<file path="config.mk">
export PLATFORM = sky130hd
export DESIGN_NAME = syscall_console_flat
export DESIGN_NICKNAME = d
export VERILOG_FILES = /design/src/rtl/syscall_console_pkg.sv /design/src/rtl/syscall_console_if.sv /design/src/rtl/syscall_console_dec_digit_gen.sv /design/src/rtl/syscall_console.sv /design/src/flat_wrapper.sv
export SDC_FILE = /design/constraint.sdc
export NUM_CORES = 1
export LEC_CHECK = 0
export BUFFER_PORTS_ARGS = -buffer_cell sky130_fd_sc_hd__buf_4
export CORE_MARGIN = 2
export CORE_UTILIZATION = 53
export DETAILED_ROUTE_END_ITERATION = 12
export PLACE_DENSITY = 0.78
export SLEW_MARGIN = 20
export SYNTH_ARGS = -nofsm -noshare
export SYNTH_HDL_FRONTEND = slang
export SYNTH_SLANG_ARGS = --single-unit
</file>
<file path="constraint.sdc">
create_clock -name clk -period 3.5 [get_ports clk]
set_input_delay 0 -clock clk [delete_from_list [all_inputs] [get_ports clk]]
set_output_delay 0 -clock clk [all_outputs]
set_load 0.1 [all_outputs]
</file>
<file path="src/rtl/syscall_console_pkg.sv">
// ----------------------------------------------------------------------------
// syscall_pkg
// Shared definitions for the syscall console unit: service codes, the FSM
// state encoding, the power-of-ten table used by the decimal converter and
// the ASCII bytes the unit emits on its own.
// ----------------------------------------------------------------------------
package syscall_pkg;

    localparam logic [31:0] SVC_PRINT_INT  = 32'd1;
    localparam logic [31:0] SVC_EXIT       = 32'd10;
    localparam logic [31:0] SVC_PRINT_CHAR = 32'd11;

    localparam logic [7:0] ASCII_MINUS = 8'h2D;
    localparam logic [7:0] ASCII_ZERO  = 8'h30;
    localparam logic [7:0] ASCII_LF    = 8'h0A;

    typedef enum logic [2:0] {
        ST_IDLE,
        ST_SIGN,
        ST_DIGIT,
        ST_EMIT,
        ST_NL,
        ST_CHAR,
        ST_DONE
    } state_t;

    // Element i holds 10^i.
    localparam logic [9:0][31:0] POW10_TABLE = {
        32'd1000000000, 32'd100000000, 32'd10000000, 32'd1000000,
        32'd100000,     32'd10000,     32'd1000,     32'd100,
        32'd10,         32'd1
    };

    function automatic logic [31:0] pow10(input logic [3:0] idx);
        return (idx <= 4'd9) ? POW10_TABLE[idx] : 32'd0;
    endfunction

endpackage

</file>
<file path="src/rtl/syscall_console_if.sv">
// ----------------------------------------------------------------------------
// syscall_console_if
// Valid/ready byte stream from the syscall unit to the console transmitter.
//   tx_data  : ASCII byte (source -> sink)
//   tx_valid : byte available (source -> sink)
//   tx_ready : sink accepts the byte (sink -> source)
// ----------------------------------------------------------------------------
interface syscall_console_if;
    logic [7:0] tx_data;
    logic       tx_valid;
    logic       tx_ready;

    modport master (output tx_data, output tx_valid, input tx_ready);
    modport slave  (input tx_data, input tx_valid, output tx_ready);
endinterface

</file>
<file path="src/rtl/syscall_console_dec_digit_gen.sv">
// ----------------------------------------------------------------------------
// dec_digit_gen
// Converts a 32-bit unsigned magnitude to decimal digits, most significant
// first, by repeated subtraction of powers of ten (one compare/subtract per
// cycle). Leading zeros are skipped; the units digit is always produced.
// Ports:
//   clk, rst_n : clock, asynchronous active-low reset
//   i_start    : load i_mag and begin at 10^9
//   i_mag      : magnitude to convert
//   o_valid    : o_digit holds a digit to be emitted
//   o_digit    : current digit 0..9
//   o_last     : current digit is the units digit
//   i_ready    : consumer takes the digit this cycle
// ----------------------------------------------------------------------------
module dec_digit_gen
    import syscall_pkg::*;
(
    input  logic        clk,
    input  logic        rst_n,
    input  logic        i_start,
    input  logic [31:0] i_mag,
    output logic        o_valid,
    output logic [3:0]  o_digit,
    output logic        o_last,
    input  logic        i_ready
);

    logic [31:0] r_mag;
    logic [3:0]  r_idx;
    logic [3:0]  r_digit;
    logic        r_seen;    // a non-zero digit has already been emitted
    logic        r_active;
    logic        r_valid;

    logic [31:0] w_pow;
    logic        w_ge;

    assign w_pow = pow10(r_idx);
    assign w_ge  = (r_mag >= w_pow);

    always_ff @(posedge clk or negedge rst_n) begin
        if (!rst_n) begin
            r_mag    <= 32'd0;
            r_idx    <= 4'd0;
            r_digit  <= 4'd0;
            r_seen   <= 1'b0;
            r_active <= 1'b0;
            r_valid  <= 1'b0;
        end else if (i_start) begin
            r_mag    <= i_mag;
            r_idx    <= 4'd9;
            r_digit  <= 4'd0;
            r_seen   <= 1'b0;
            r_active <= 1'b1;
            r_valid  <= 1'b0;
        end else if (r_active) begin
            if (r_valid) begin
                if (i_ready) begin
                    r_valid <= 1'b0;
                    r_seen  <= 1'b1;
                    r_digit <= 4'd0;
                    if (r_idx == 4'd0) begin
                        r_active <= 1'b0;
                    end else begin
                        r_idx <= r_idx - 4'd1;
                    end
                end
            end else if (w_ge) begin
                r_mag   <= r_mag - w_pow;
                r_digit <= r_digit + 4'd1;
            end else if ((r_digit != 4'd0) || r_seen || (r_idx == 4'd0)) begin
                r_valid <= 1'b1;
            end else begin
                // Leading zero: drop it and move to the next power.
                r_idx <= r_idx - 4'd1;
            end
        end
    end

    assign o_valid = r_valid;
    assign o_digit = r_digit;
    assign o_last  = (r_idx == 4'd0);

endmodule

</file>
<file path="src/rtl/syscall_console.sv">
// ----------------------------------------------------------------------------
// syscall_console
// Syscall service unit for the single-cycle MIPS core: print integer (v0=1),
// print character (v0=11), exit (v0=10). Bytes leave over a valid/ready
// stream; the CPU is held through stall until the service finishes.
// Ports:
//   clk, rst_n : clock, asynchronous active-low reset
//   syscall    : current instruction is a syscall
//   v0, a0     : service code and argument from the register file
//   stall      : combinational PC/register-write hold
//   halted     : sticky, set by the exit service
//   bad_svc    : one-cycle pulse for an unsupported service code
//   tx         : byte stream (master side)
// ----------------------------------------------------------------------------
module syscall_console
    import syscall_pkg::*;
#(
    parameter int EMIT_NEWLINE = 0
) (
    input  logic               clk,
    input  logic               rst_n,
    input  logic               syscall,
    input  logic [31:0]        v0,
    input  logic [31:0]        a0,
    output logic               stall,
    output logic               halted,
    output logic               bad_svc,
    syscall_console_if.master  tx
);

    state_t      r_state;
    logic [7:0]  r_tx_data;
    logic        r_tx_valid;
    logic        r_halted;
    logic        r_bad_svc;
    logic        r_last;    // byte in the output register is the units digit

    logic        w_accept;
    logic        w_is_int;
    logic        w_is_char;
    logic        w_is_exit;
    logic [31:0] w_mag;
    logic        w_xfer;
    logic        w_gen_start;
    logic        w_gen_valid;
    logic [3:0]  w_gen_digit;
    logic        w_gen_last;
    logic        w_gen_ready;

    assign w_accept  = (r_state == ST_IDLE) && syscall && !r_halted;
    assign w_is_int  = (v0 == SVC_PRINT_INT);
    assign w_is_char = (v0 == SVC_PRINT_CHAR);
    assign w_is_exit = (v0 == SVC_EXIT);
    assign w_mag     = a0[31] ? (~a0 + 32'd1) : a0;
    assign w_xfer    = r_tx_valid && tx.tx_ready;

    // The converter starts at accept so it works while the sign byte waits.
    assign w_gen_start = w_accept && w_is_int;
    assign w_gen_ready = (r_state == ST_DIGIT);

    dec_digit_gen u_dec_digit_gen (
        .clk     (clk),
        .rst_n   (rst_n),
        .i_start (w_gen_start),
        .i_mag   (w_mag),
        .o_valid (w_gen_valid),
        .o_digit (w_gen_digit),
        .o_last  (w_gen_last),
        .i_ready (w_gen_ready)
    );

    // DONE drops stall so the PC advances while syscall is still high.
    assign stall = ((r_state != ST_IDLE) && (r_state != ST_DONE)) ||
                   (w_accept && (w_is_int || w_is_char));

    always_ff @(posedge clk or negedge rst_n) begin
        if (!rst_n) begin
            r_state    <= ST_IDLE;
            r_tx_data  <= 8'h00;
            r_tx_valid <= 1'b0;
            r_halted   <= 1'b0;
            r_bad_svc  <= 1'b0;
            r_last     <= 1'b0;
        end else begin
            r_bad_svc <= 1'b0;
            case (r_state)
                ST_IDLE: begin
                    if (w_accept) begin
                        if (w_is_int) begin
                            if (a0[31]) begin
                                r_tx_data  <= ASCII_MINUS;
                                r_tx_valid <= 1'b1;
                                r_state    <= ST_SIGN;
                            end else begin
                                r_state <= ST_DIGIT;
                            end
                        end else if (w_is_char) begin
                            r_tx_data  <= a0[7:0];
                            r_tx_valid <= 1'b1;
                            r_state    <= ST_CHAR;
                        end else if (w_is_exit) begin
                            r_halted <= 1'b1;
                        end else begin
                            r_bad_svc <= 1'b1;
                        end
                    end
                end
                ST_SIGN: begin
                    if (w_xfer) begin
                        r_tx_valid <= 1'b0;
                        r_state    <= ST_DIGIT;
                    end
                end
                ST_DIGIT: begin
                    if (w_gen_valid) begin
                        r_tx_data  <= ASCII_ZERO + {4'd0, w_gen_digit};
                        r_tx_valid <= 1'b1;
                        r_last     <= w_gen_last;
                        r_state    <= ST_EMIT;
                    end
                end
                ST_EMIT: begin
                    if (w_xfer) begin
                        if (!r_last) begin
                            r_tx_valid <= 1'b0;
                            r_state    <= ST_DIGIT;
                        end else if (EMIT_NEWLINE != 0) begin
                            // Newline goes straight into the output register.
                            r_tx_data <= ASCII_LF;
                            r_state   <= ST_NL;
                        end else begin
                            r_tx_valid <= 1'b0;
                            r_state    <= ST_DONE;
                        end
                    end
                end
                ST_NL, ST_CHAR: begin
                    if (w_xfer) begin
                        r_tx_valid <= 1'b0;
                        r_state    <= ST_DONE;
                    end
                end
                ST_DONE: begin
                    r_state <= ST_IDLE;
                end
                default: begin
                    r_state <= ST_IDLE;
                end
            endcase
        end
    end

    assign tx.tx_data  = r_tx_data;
    assign tx.tx_valid = r_tx_valid;
    assign halted      = r_halted;
    assign bad_svc     = r_bad_svc;

endmodule

</file>
<file path="src/flat_wrapper.sv">
// flat-port wrapper written by rule: the top's interface ports become plain ports
module syscall_console_flat import syscall_pkg::*;
#(
    parameter int EMIT_NEWLINE = 0
)
  (clk, rst_n, syscall, v0, a0, stall, halted, bad_svc, tx_tx_data, tx_tx_valid, tx_tx_ready);
  syscall_console_if tx_i ();
  input  logic clk;
  input  logic rst_n;
  input  logic syscall;
  input  logic [31:0] v0;
  input  logic [31:0] a0;
  output logic stall;
  output logic halted;
  output logic bad_svc;
  output wire logic [$bits(tx_i.tx_data)-1:0] tx_tx_data;
  output wire logic [$bits(tx_i.tx_valid)-1:0] tx_tx_valid;
  input wire logic [$bits(tx_i.tx_ready)-1:0] tx_tx_ready;
  assign tx_tx_data = tx_i.tx_data;
  assign tx_tx_valid = tx_i.tx_valid;
  assign tx_i.tx_ready = tx_tx_ready;
  syscall_console #(.EMIT_NEWLINE(EMIT_NEWLINE)) u_core (.clk(clk), .rst_n(rst_n), .syscall(syscall), .v0(v0), .a0(a0), .stall(stall), .halted(halted), .bad_svc(bad_svc), .tx(tx_i));
endmodule
</file>
==> results.ini, run 1 <==
[worst_setup_path]
path_class = flip-flop to flip-flop
critPathMaxFanout = 4
slowest_stage = a2111oi_4
reg2reg_from = u_core.u_dec_digit_gen.r_idx[0]
required_ns = 3.70
worstSetupStartpoint = u_core.u_dec_digit_gen.r_idx[0]
cp_num_buf_inv = 2
critPathCaptureType = flip-flop
worstPathArrival_ns = 3.73
crit_path_start_kind = flip-flop
critical_path.cell_chain = buf_6 -> ha_4 -> o211a_1 -> inv_2 -> nor2_4 -> a21oi_2 -> ha_1 -> a21o_1 -> a31oi_2 -> o221ai_2 -> a31oi_2 -> o211ai_1 -> a2111oi_4 -> o211ai_1 -> xnor2_1 -> nor2_1
critPathMaxStageDelay_ns = 0.42
cp_top_family = compound AO/OA/AOI/OAI gates

[clocking]
clk_path_buf_depth = 2
cts_root_buf = clkbuf_8
cts_buffers = 9
cts.sinks = 58
htree_levels = 3
clk_latency_ns = 0.35
cts_tree = yes
clk_pin_slew_ns = 0.08

[detailed_routing]
viasPerCell = 5.993
detail-route-antenna-nets = 0
drc = 0
drt_iter0_markers = 356
vias = 5795
wire_per_inst_um = 17.61
wl_um = 17030
firstDrtPassIters = 7

[placement]
gp_congestion = 0.8946
dp.cells = 923
dpl_worst_slack_ns = -0.2628
io_buffer_count = 79
place_area_sq_um = 6479
post-dp-hpwl_um = 12240

[die]
die_w_um = 105.2
io_pins = 80
initial_core_util = 0.5497
coreArea_sq_um = 9864
die-area_sq_um = 11060
die_y_um = 105.2
fp-row-count = 36

[final_layout]
fillCellCount = 697
diodes = 0
areaGrowthSynthToFinish_pct = 35.33
drive_above_1_share = 0.2890
stdcell_area_sq_um = 7338
instances_no_fill = 967
nNetsFinal = 937
postLayoutCoreUtil = 0.7439

[global_route]
grt_first_pass_wirelength_um = 27210
antenna_found_initial = 0
grt_pass1_vias = 5719
gr-total-overflow = 0
grt_max_degree = 59
track_usage = 0.3065

[synthesis]
synth_seq_cells = 58
synth_edf_count = 0
async_reset_ff_frac = 1.000
yosysTopAreaCell = dfrtp_1
syn_area_per_cell_sq_um = 7.975
synth_top_area_frac = 0.2677
synth_commonest_cells = nand2_1 (78), nor2_1 (75), a21oi_1 (74)
syn_nets = 788
synthTopCellsByArea = dfrtp_1 (27%), ha_1 (9.0%), a21oi_1 (6.8%)
synth_most_common_cell = nand2_1
ys_types = 72
ys_warn_count = 0
syn_inst = 680
ys_seq_area_frac = 0.2677
synth_area_sq_um = 5423
ys.flop_type = dfrtp_1

[pwr]
irDropWorstVdd_uv = 203.7
clkPwrFrac = 0.485
internal-power_mw = 1.244
combinationalPowerShare = 0.114
pwr-share-seq = 0.402
p_sw_frac = 0.2566
p_leak_nw = 3.149
p_sw_mw = 0.4295
p_per_area_nw_per_um2 = 228.1

[timing]
rsz0062_at_grt = true
worst_slew_pin_slew_ns = 1.126
max_freq_ghz = 0.2836
finalCriticalPeriod_ns = 3.527
finalCritPeriodShare = 1.008
slew-limit-headroom = 0.2497
hold_viol_final = 0
finalSetupViolations = 4
finalClockSkew_ns = 0.01126
report.final.slew_viol_count = 0
fin_tns_setup_ns = -0.08638
setup_ws_ns = -0.02669

[outcome]
violations = negative setup slack
status = finished, violations left

[min_path]
hold_path.class = primary input to flip-flop
min_from = a0[23]

[flow_run]
max-cap-violations = 0

[metrics by stage]
step / power [mW] / hold slack [ns]
after floorplan: 0.7517 / -0.2956
after global placement: 0.8498 / 0.1100
after detailed placement: 0.8552 / 0.1235
after CTS: 1.677 / 0.001731
after global routing: 1.720 / 0.01739
final: 1.674 / 0.005580
[per-layer routing]
layer	global-route usage	vias up	part of all wire
met5	0	-	0
met1	0.3790	2748	0.42
met2	0.5450	244	0.49
li1	-	2763	-
met3	0.04741	40	0.064
met4	0.09714	0	0.025
[cell usage in the layout, fill, tap and decap left out, drive strengths merged, types with 4 or more instances in the layout]
master       Yosys  layout
inv             29      30
o41ai            5       5
o21ai           31      31
o31ai           10      10
dfrtp           58      58
o211ai           7       7
nor4             9       9
a21o            22      22
xor2            31      31
xnor2           30      30
or3             11      11
nand4            9       9
a31oi           15      15
and2             5       5
nand2           78      78
buf             10     142
dlygate4sd3      0      21
o21bai           4       4
clkbuf          15       9
and3             4       4
o21a             4       4
nor2            77      77
a211oi          16      16
nand3           18      18
a21oi           76      76
a22oi           10      10
ha              39      39
nand2b           7       7
or2              4       4
nor2b            5       5
nor3            10      10
[sequential cells by signal, indices dropped and copies added, names as in the netlist]
signal and flops:
u_core.u_dec_digit_gen.o_valid 1, u_core.u_dec_digit_gen.o_digit 4, u_core.halted 1, u_core.r_last 1, u_core.r_state 3, u_core.u_dec_digit_gen.r_idx 4
u_core.u_dec_digit_gen.r_mag 32, u_core.bad_svc 1, u_core.tx.tx_valid 1, u_core.u_dec_digit_gen.r_active 1, u_core.u_dec_digit_gen.r_seen 1, u_core.tx.tx_data 8
[path summary, 6_finish.rpt]
kind,to,depth (start not counted),slack (ns)
worst min-delay path,u_core.u_dec_digit_gen.r_mag[23],3,0.006
max in group asynchronous,u_core.u_dec_digit_gen.r_idx[2],2,2.69
min in group asynchronous,u_core.tx.tx_data[4],2,0.25
worst max-delay path,u_core.u_dec_digit_gen.r_idx[2],16,-0.03
worst max register to register,u_core.u_dec_digit_gen.r_idx[2],16,-0.03
worst min register to register,u_core.r_last,2,0.49
[what timing repair did]
item	in CTS	in global routing
hold endpoints to repair	77	0
hold buffers	21	0
setup buffers	2	5
setup endpoints to repair	37	39
pin swaps	7	14
gates resized for setup	15	58
cloned	0	0
[cell type report]
cell class,count,area (sq um),share of cell area
Tap cell,133,166.4,0.02268
Multi-Input combinational cell,568,4045,0.5512
Clock inverter,7,125.1,0.01705
Sequential cell,58,1453,0.1980
Inverter,29,108.9,0.01483
Clock buffer,9,123.9,0.01688
Timing Repair Buffer,163,1316,0.1794
[power by group through the flow]
stage	clock network (mW)	registers [mW]	logic (mW)
2_1_floorplan	0	0.699	0.0530
3_3_place_gp	0	0.685	0.164
3_5_place_dp	0	0.686	0.170
4_1_cts	0.816	0.672	0.188
5_1_grt	0.842	0.672	0.206
6_report	0.811	0.672	0.190
[kinds of logic after synthesis]
logic type      share of synthesized area
compound gates                     0.2672
xor+xnor                          0.09852
fa+ha+maj                         0.09368
buf+inv                           0.04776
flops                              0.2677
mux                              0.009921
simple gates                       0.2153
[worst min-delay path: cells and delay by family]
kind | cells | cell delay (ns)
xor gates and xnor gates | 1 | 0.06
buffers and inverters | 1 | 0.10
AOI/OAI and AO/OA | 1 | 0.13
No activity file was read; power rests on OpenSTA's default activity.
==> run 2, diff against run 1 <==
--- a/config.mk
+++ b/config.mk
@@ -7,10 +7,11 @@
 export LEC_CHECK = 0
 export BUFFER_PORTS_ARGS = -buffer_cell sky130_fd_sc_hd__buf_4
 export CORE_MARGIN = 2
-export CORE_UTILIZATION = 53
+export CORE_UTILIZATION = 45
 export DETAILED_ROUTE_END_ITERATION = 12
-export PLACE_DENSITY = 0.78
+export PLACE_DENSITY = 0.68
 export SLEW_MARGIN = 20
 export SYNTH_ARGS = -nofsm -noshare
 export SYNTH_HDL_FRONTEND = slang
 export SYNTH_SLANG_ARGS = --single-unit
+export TNS_END_PERCENT = 10
==> results.ini, run 2 (same netlist as run 1, synthesis figures left out) <==
[die]
initial_core_util = 0.4572  ; -0.09255
die_y_um = 113.8  ; +8.2%
io_pins = 80  ; unchanged
die-area_sq_um = 12940  ; +17%
coreArea_sq_um = 11860  ; +20%
die_w_um = 113.8  ; +8.2%
fp-row-count = 40  ; +11%

[timing]
holdWs_ns = 0.005935  ; +0.0003543 ns
finalClockSkew_ns = 0.007745  ; -0.003517 ns
finalSetupViolations = 1  ; -3
hold_viol_final = 0  ; unchanged
setup_ws_ns = -0.02738  ; -0.0006892 ns
rsz0062_at_grt = true
finalCriticalPeriod_ns = 3.527  ; +0.0006892 ns
worst_slew_pin_slew_ns = 0.7844  ; -0.3411 ns
slew-limit-headroom = 0.4771  ; +0.2274
report.final.slew_viol_count = 0  ; unchanged
finalCritPeriodShare = 1.008  ; about the same
max_freq_ghz = 0.2835  ; about the same

[global_route]
grt_max_degree = 59  ; unchanged
antenna_found_initial = 0  ; unchanged
track_usage = 0.2569  ; -0.04963
grt_first_pass_wirelength_um = 26440  ; -2.8%
grt_pass1_vias = 5539  ; -3.1%
gr-total-overflow = 0  ; unchanged

[placement]
gp_congestion = 0.9109  ; +1.8%
io_buffer_count = 79  ; unchanged
post-dp-hpwl_um = 12490  ; +2.0%
dpl_worst_slack_ns = -0.1794  ; +0.08339 ns
dp.cells = 951  ; +3.0%

[clocking]
cts.sinks = 58  ; unchanged
cts_buffers = 9  ; unchanged
cts_root_buf = clkbuf_16
clk_path_buf_depth = 2  ; unchanged
htree_levels = 3  ; unchanged
clk_pin_slew_ns = 0.06  ; -0.02 ns
clk_latency_ns = 0.34  ; about the same
cts_tree = yes

[final_layout]
drive_above_1_share = 0.3040  ; +0.01502
areaGrowthSynthToFinish_pct = 39.04
layout_commonest_cell = buf_4
fillCellCount = 988  ; +42%
mostFrequentLayoutCells = buf_4 (160), nand2_1 (77), nor2_1 (69), a21oi_1 (69), dfrtp_1 (58)
instances_no_fill = 999  ; +3.3%
nNetsFinal = 955  ; +1.9%
regMostFlops = u_core.u_dec_digit_gen.r_mag
diodes = 0  ; unchanged
largest_reg_flops = 32  ; unchanged

[flow_run]
max-cap-violations = 0  ; unchanged

[pwr]
p_per_area_nw_per_um2 = 233.4  ; +2.3%
p_leak_nw = 3.278  ; +4.1%
irDropWorstVdd_uv = 209.7  ; +3.0%

[worst_setup_path]
worstPathArrival_ns = 3.71  ; -0.02 ns
critPathCaptureType = flip-flop
critPathMaxFanout = 12  ; +8
crit_path_start_kind = flip-flop
path_class = flip-flop to flip-flop
required_ns = 3.69  ; about the same

[detailed_routing]
vias = 5798  ; +0.052%
wl_met2_um = 8145  ; -3.3%
met3_length_um = 736  ; -32%
drt_iter0_markers = 336  ; -5.6%
detail-route-antenna-nets = 0  ; unchanged
wire_per_inst_um = 17.03  ; -3.3%
drc = 0  ; unchanged
wl_met1_um = 7480  ; +5.6%
top_layer = met4
wl_um = 17010  ; -0.11%
viasPerCell = 5.804  ; -3.2%
firstDrtPassIters = 4  ; -3

[outcome]
status = finished, violations left
violations = negative setup slack

[min_path]
hold_path.class = primary input to flip-flop

-- run 2: cell types whose count changed in the layout (fill, tap and decap cells not counted), sizes merged, moves of 2 or more --
cell	delta
bufinv	-2
clkinvlp	+3
buf	+26
dlygate4sd3	-10
clkbuf	+3
-- run 2: what timing repair did --
action,CTS,global route
hold endpoints to repair,68,0
resized for setup,14,52
pin swaps,10,35
setup buffers,7,12
gates cloned,0,2
hold buffers,11,0
setup endpoints to repair,35,40
-- run 2: area by class of cell --
cell class / instances / area (sq um) / area share
clock buffer: 10 / 239.0 / 0.03170
tap: 147 / 183.9 / 0.02439
sequential: 58 / 1451 / 0.1925
timing repair buffer: 181 / 1478 / 0.1960
inverter: 29 / 111.4 / 0.01477
multi-input combinational: 568 / 4010 / 0.5319
clock inverter: 6 / 66.31 / 0.008795
-- run 2: stage by stage --
| step | total power, mW | utilization | area [sq um] | TNS, ns |
|---|---|---|---|---|
| after floorplan | 0.7517 | - | 5423 | 0 |
| after global placement | 0.8525 | 0.5576 | 6614 | -0.9369 |
| after detailed placement | 0.8566 | 0.5576 | 6614 | -1.614 |
| after CTS | 1.774 | 0.6021 | 7142 | -0.04634 |
| after global routing | 1.821 | 0.6357 | 7540 | -1.822 |
| final | 1.760 | 0.6357 | 7540 | -0.02738 |
-- run 2: power breakdown --
part | leakage (nW) | internal, mW | switching (mW)
Clock | 0.141 | 0.570 | 0.337
Combinational | 2.48 | 0.0862 | 0.0937
Sequential | 0.653 | 0.673 | 0.000838
-- run 2: metal layers --
metal | up-vias | track usage
met5 | - | 0
met4 | 0 | 0.1228
met3 | 41 | 0.04251
met2 | 183 | 0.4232
met1 | 2772 | 0.3295
li1 | 2802 | -
-- run 2: worst paths after layout --
kind                                                 start                               end  slack (ns)  cells after the start
setup / recovery           u_core.u_dec_digit_gen.r_idx[1]  u_core.u_dec_digit_gen.r_mag[13]       -0.03                     18
hold / removal                                      a0[25]  u_core.u_dec_digit_gen.r_mag[25]       0.006                      4
setup reg to reg           u_core.u_dec_digit_gen.r_idx[1]  u_core.u_dec_digit_gen.r_mag[13]       -0.03                     18
hold reg to reg                              u_core.r_last                     u_core.r_last        0.49                      2
max in group asynchronous                            rst_n                    u_core.bad_svc        2.69                      2
min in group asynchronous                            rst_n  u_core.u_dec_digit_gen.r_mag[13]        0.30                      2
-- run 2: critical path, cell delays in order (launching register included) --
cell	delay (ns)
dfrtp_1	0.40
inv_2	0.10
ha_2	0.21
o211a_4	0.20
inv_4	0.05
nor2_2	0.15
nor2_1	0.09
ha_1	0.37
nand4_1	0.16
nor2_2	0.17
buf_4	0.13
nand4_2	0.11
and2_1	0.16
o2111a_2	0.14
or2_4	0.26
buf_4	0.15
clkbuf_16	0.16
a211oi_1	0.27
a21oi_1	0.07
==> run 3, diff against run 2 <==
--- a/config.mk
+++ b/config.mk
@@ -10,7 +10,6 @@
 export CORE_UTILIZATION = 45
 export DETAILED_ROUTE_END_ITERATION = 12
 export PLACE_DENSITY = 0.68
-export SLEW_MARGIN = 20
 export SYNTH_ARGS = -nofsm -noshare
 export SYNTH_HDL_FRONTEND = slang
 export SYNTH_SLANG_ARGS = --single-unit
==> constraint.sdc (replaced) <==
create_clock -name clk -period 3.5 [get_ports clk]
set_input_delay 0.525 -clock clk [delete_from_list [all_inputs] [get_ports clk]]
set_output_delay 0.525 -clock clk [all_outputs]
set_load 0.1 [all_outputs]
==> results.ini, run 3 (same netlist as run 1, synthesis figures left out) <==
[pwr]
clkPwrFrac = 0.506  ; -0.009
finalPower_mw = 1.715  ; -2.6%
p_leak_nw = 3.266  ; -0.36%
p_sw_mw = 0.4207  ; -2.5%
combinationalPowerShare = 0.101  ; about the same
irDropWorstVdd_uv = 235.8  ; +12%
internal-power_mw = 1.294  ; -2.6%
pwr-share-seq = 0.393  ; +0.010
p_sw_frac = 0.2453  ; +0.0002497
p_per_area_nw_per_um2 = 223.8  ; -4.1%

[final_layout]
regMostFlops = u_core.u_dec_digit_gen.r_mag
layout_commonest_cell = buf_4
nNetsFinal = 945  ; -1.0%
diodes = 0  ; unchanged
instances_no_fill = 988  ; -1.1%
drive_above_1_share = 0.3436  ; +0.03965
largest_reg_flops = 32  ; unchanged
mostFrequentLayoutCells = buf_4 (161), nand2_1 (77), a21oi_1 (66)
areaGrowthSynthToFinish_pct = 41.32

[worst_setup_path]
reg2reg_from = u_core.u_dec_digit_gen.r_idx[1]
r2r-end = u_core.u_dec_digit_gen.r_mag[1]
cp_num_buf_inv = 4  ; -1
rrSetupSlack_ns = 0.02  ; +0.05 ns
worstSetupStartpoint = u_core.u_dec_digit_gen.r_idx[1]
cp_top_family = compound AO/OA/AOI/OAI gates
crit_path_start_kind = flip-flop
crit_end = u_core.u_dec_digit_gen.r_mag[1]
path_depth = 18  ; unchanged
path_class = flip-flop to flip-flop
critPathMaxStageDelay_ns = 0.40  ; about the same
required_ns = 3.69  ; about the same
critical_path.cell_chain = inv_2 -> ha_4 -> o211a_1 -> inv_2 -> nor2_4 -> a21oi_4 -> ha_4 -> a21o_1 -> a31oi_1 -> o221ai_1 -> a31oi_2 -> buf_4 -> o2111a_2 -> or2_4 -> buf_12 -> nor2_2 -> a211oi_4 -> a21oi_2
worstPathArrival_ns = 3.68  ; -0.03 ns
critPathCaptureType = flip-flop
critPathMaxFanout = 8  ; -4
r2r_cells = 18  ; unchanged
slowest_stage = dfrtp_1

[die]
die_y_um = 113.8  ; unchanged
die_w_um = 113.8  ; unchanged
initial_core_util = 0.4572  ; unchanged
io_pins = 80  ; unchanged
coreArea_sq_um = 11860  ; unchanged
die-area_sq_um = 12940  ; unchanged
fp-row-count = 40  ; unchanged

[timing]
hold_viol_final = 0  ; unchanged
slew-limit-headroom = 0.4753  ; -0.001724
max_freq_ghz = 0.2872  ; +1.3%
worst_slew_pin_slew_ns = 0.7870  ; +0.002586 ns
holdWs_ns = 0.2677  ; +0.2618 ns
finalCriticalPeriod_ns = 3.481  ; -0.04597 ns
rsz0062_at_grt = true
finalClockSkew_ns = 0.004571  ; -0.003174 ns
finalCritPeriodShare = 0.9947  ; -0.01314
report.final.slew_viol_count = 0  ; unchanged
fin_tns_setup_ns = 0  ; +0.02738 ns
finalSetupViolations = 0  ; -1

[detailed_routing]
viasPerCell = 5.883  ; +1.4%
wl_met2_um = 8441  ; +3.6%
met3_length_um = 797  ; +8.3%
wire_per_inst_um = 17.78  ; +4.4%
vias = 5812  ; +0.24%
top_layer = met4
detail-route-antenna-nets = 0  ; unchanged
drc = 0  ; unchanged
drt_iter0_markers = 303  ; -9.8%
wl_um = 17560  ; +3.3%
firstDrtPassIters = 5  ; +1
wl_met1_um = 7670  ; +2.5%

[outcome]
status = finished clean

[placement]
post-dp-hpwl_um = 12430  ; -0.47%
io_buffer_count = 79  ; unchanged
dp.cells = 950  ; -0.11%
gp_congestion = 0.9164  ; +0.60%

[clocking]
cts_tree = yes
clk_latency_ns = 0.34  ; about the same
cts_root_buf = clkbuf_16
htree_levels = 3  ; unchanged
cts_buffers = 9  ; unchanged
clk_pin_slew_ns = 0.05  ; about the same
clk_path_buf_depth = 2  ; unchanged
cts.sinks = 58  ; unchanged

[global_route]
grt_max_degree = 59  ; unchanged
grt_first_pass_wirelength_um = 26410  ; -0.10%
gr-total-overflow = 0  ; unchanged
antenna_found_initial = 0  ; unchanged
grt_pass1_vias = 5535  ; -0.072%
track_usage = 0.2578  ; +0.0009460

[flow_run]
max-cap-violations = 0  ; unchanged

[min_path]
hold_path.class = primary input to asynchronous set/reset pin

==> run 3: changes by cell type in the layout (fill, tap and decap cells not counted), moves of 5 or more <==
cell,previous run,this run
a211oi_2,6,13
ha_4,10,18
ha_1,27,20
dlygate4sd3_1,11,0
a211oi_1,9,1
nor2_1,69,64
==> run 3: how the worst min path moves through the flow <==
| stage | startpoint | end |
|---|---|---|
| floorplan | rst_n | u_core.bad_svc |
| global placement | u_core.r_last | u_core.r_last |
| detailed placement | u_core.r_last | u_core.r_last |
| CTS | rst_n | u_core.u_dec_digit_gen.r_mag[19] |
| global route | rst_n | u_core.u_dec_digit_gen.r_mag[17] |
| finish | rst_n | u_core.u_dec_digit_gen.r_mag[17] |
==> run 3: power groups by stage <==
stage,clock (mW),combinational [mW],sequential [mW]
after floorplan,0,0.0530,0.699
after global placement,0,0.168,0.685
after detailed placement,0,0.172,0.685
after CTS,0.883,0.173,0.674
after global routing,0.912,0.187,0.673
final,0.868,0.173,0.674
==> run 3: area by class of cell <==
cell class | count | area (sq um)
multi-input cells | 568 | 4234
fillers | 969 | 4198
flip-flops and latches | 58 | 1454
repair buffers | 171 | 1394
clock buffers | 9 | 225.2
well taps | 147 | 183.9
inverters | 29 | 113.9
clock inverters | 6 | 58.81
==> run 3: metrics by stage <==
stage | util | setup slack [ns] | area (sq um)
3_5_place_dp | 0.5559 | -0.09634 | 6594
4_1_cts | 0.5834 | -0.03726 | 6920
6_report | 0.6461 | 0.01860 | 7664
3_3_place_gp | 0.5559 | -0.002724 | 6594
2_1_floorplan | - | 0.03297 | 5423
5_1_grt | 0.6461 | -0.1407 | 7664
==> run 3: worst reg2reg max path, stage by stage, from the launching register on <==
cell and delay (ns):
dfrtp_1 0.40, inv_2 0.10, ha_4 0.18, o211a_1 0.24, inv_2 0.14, nor2_4 0.09, a21oi_4 0.16, ha_4 0.23
a21o_1 0.18, a31oi_1 0.16, o221ai_1 0.17, a31oi_2 0.20, buf_4 0.14, o2111a_2 0.18, or2_4 0.28, buf_12 0.17
nor2_2 0.05, a211oi_4 0.23, a21oi_2 0.05
==> run 3: timing repair <==
| action | in CTS | in global routing |
|---|---|---|
| hold buffers | 0 | 0 |
| endpoints found under the hold margin | 0 | 0 |
| gates cloned | 0 | 6 |
| gates resized for setup | 8 | 96 |
| pin swaps | 3 | 50 |
| endpoints found under the setup margin | 27 | 40 |
| setup buffers | 2 | 15 |
==> run 3: routing by layer <==
metal / vias to the layer above / global-route usage
met3: 45 / 0.05579
met2: 179 / 0.4283
li1: 2779 / -
met4: 0 / 0.1130
met5: - / 0
met1: 2809 / 0.3240
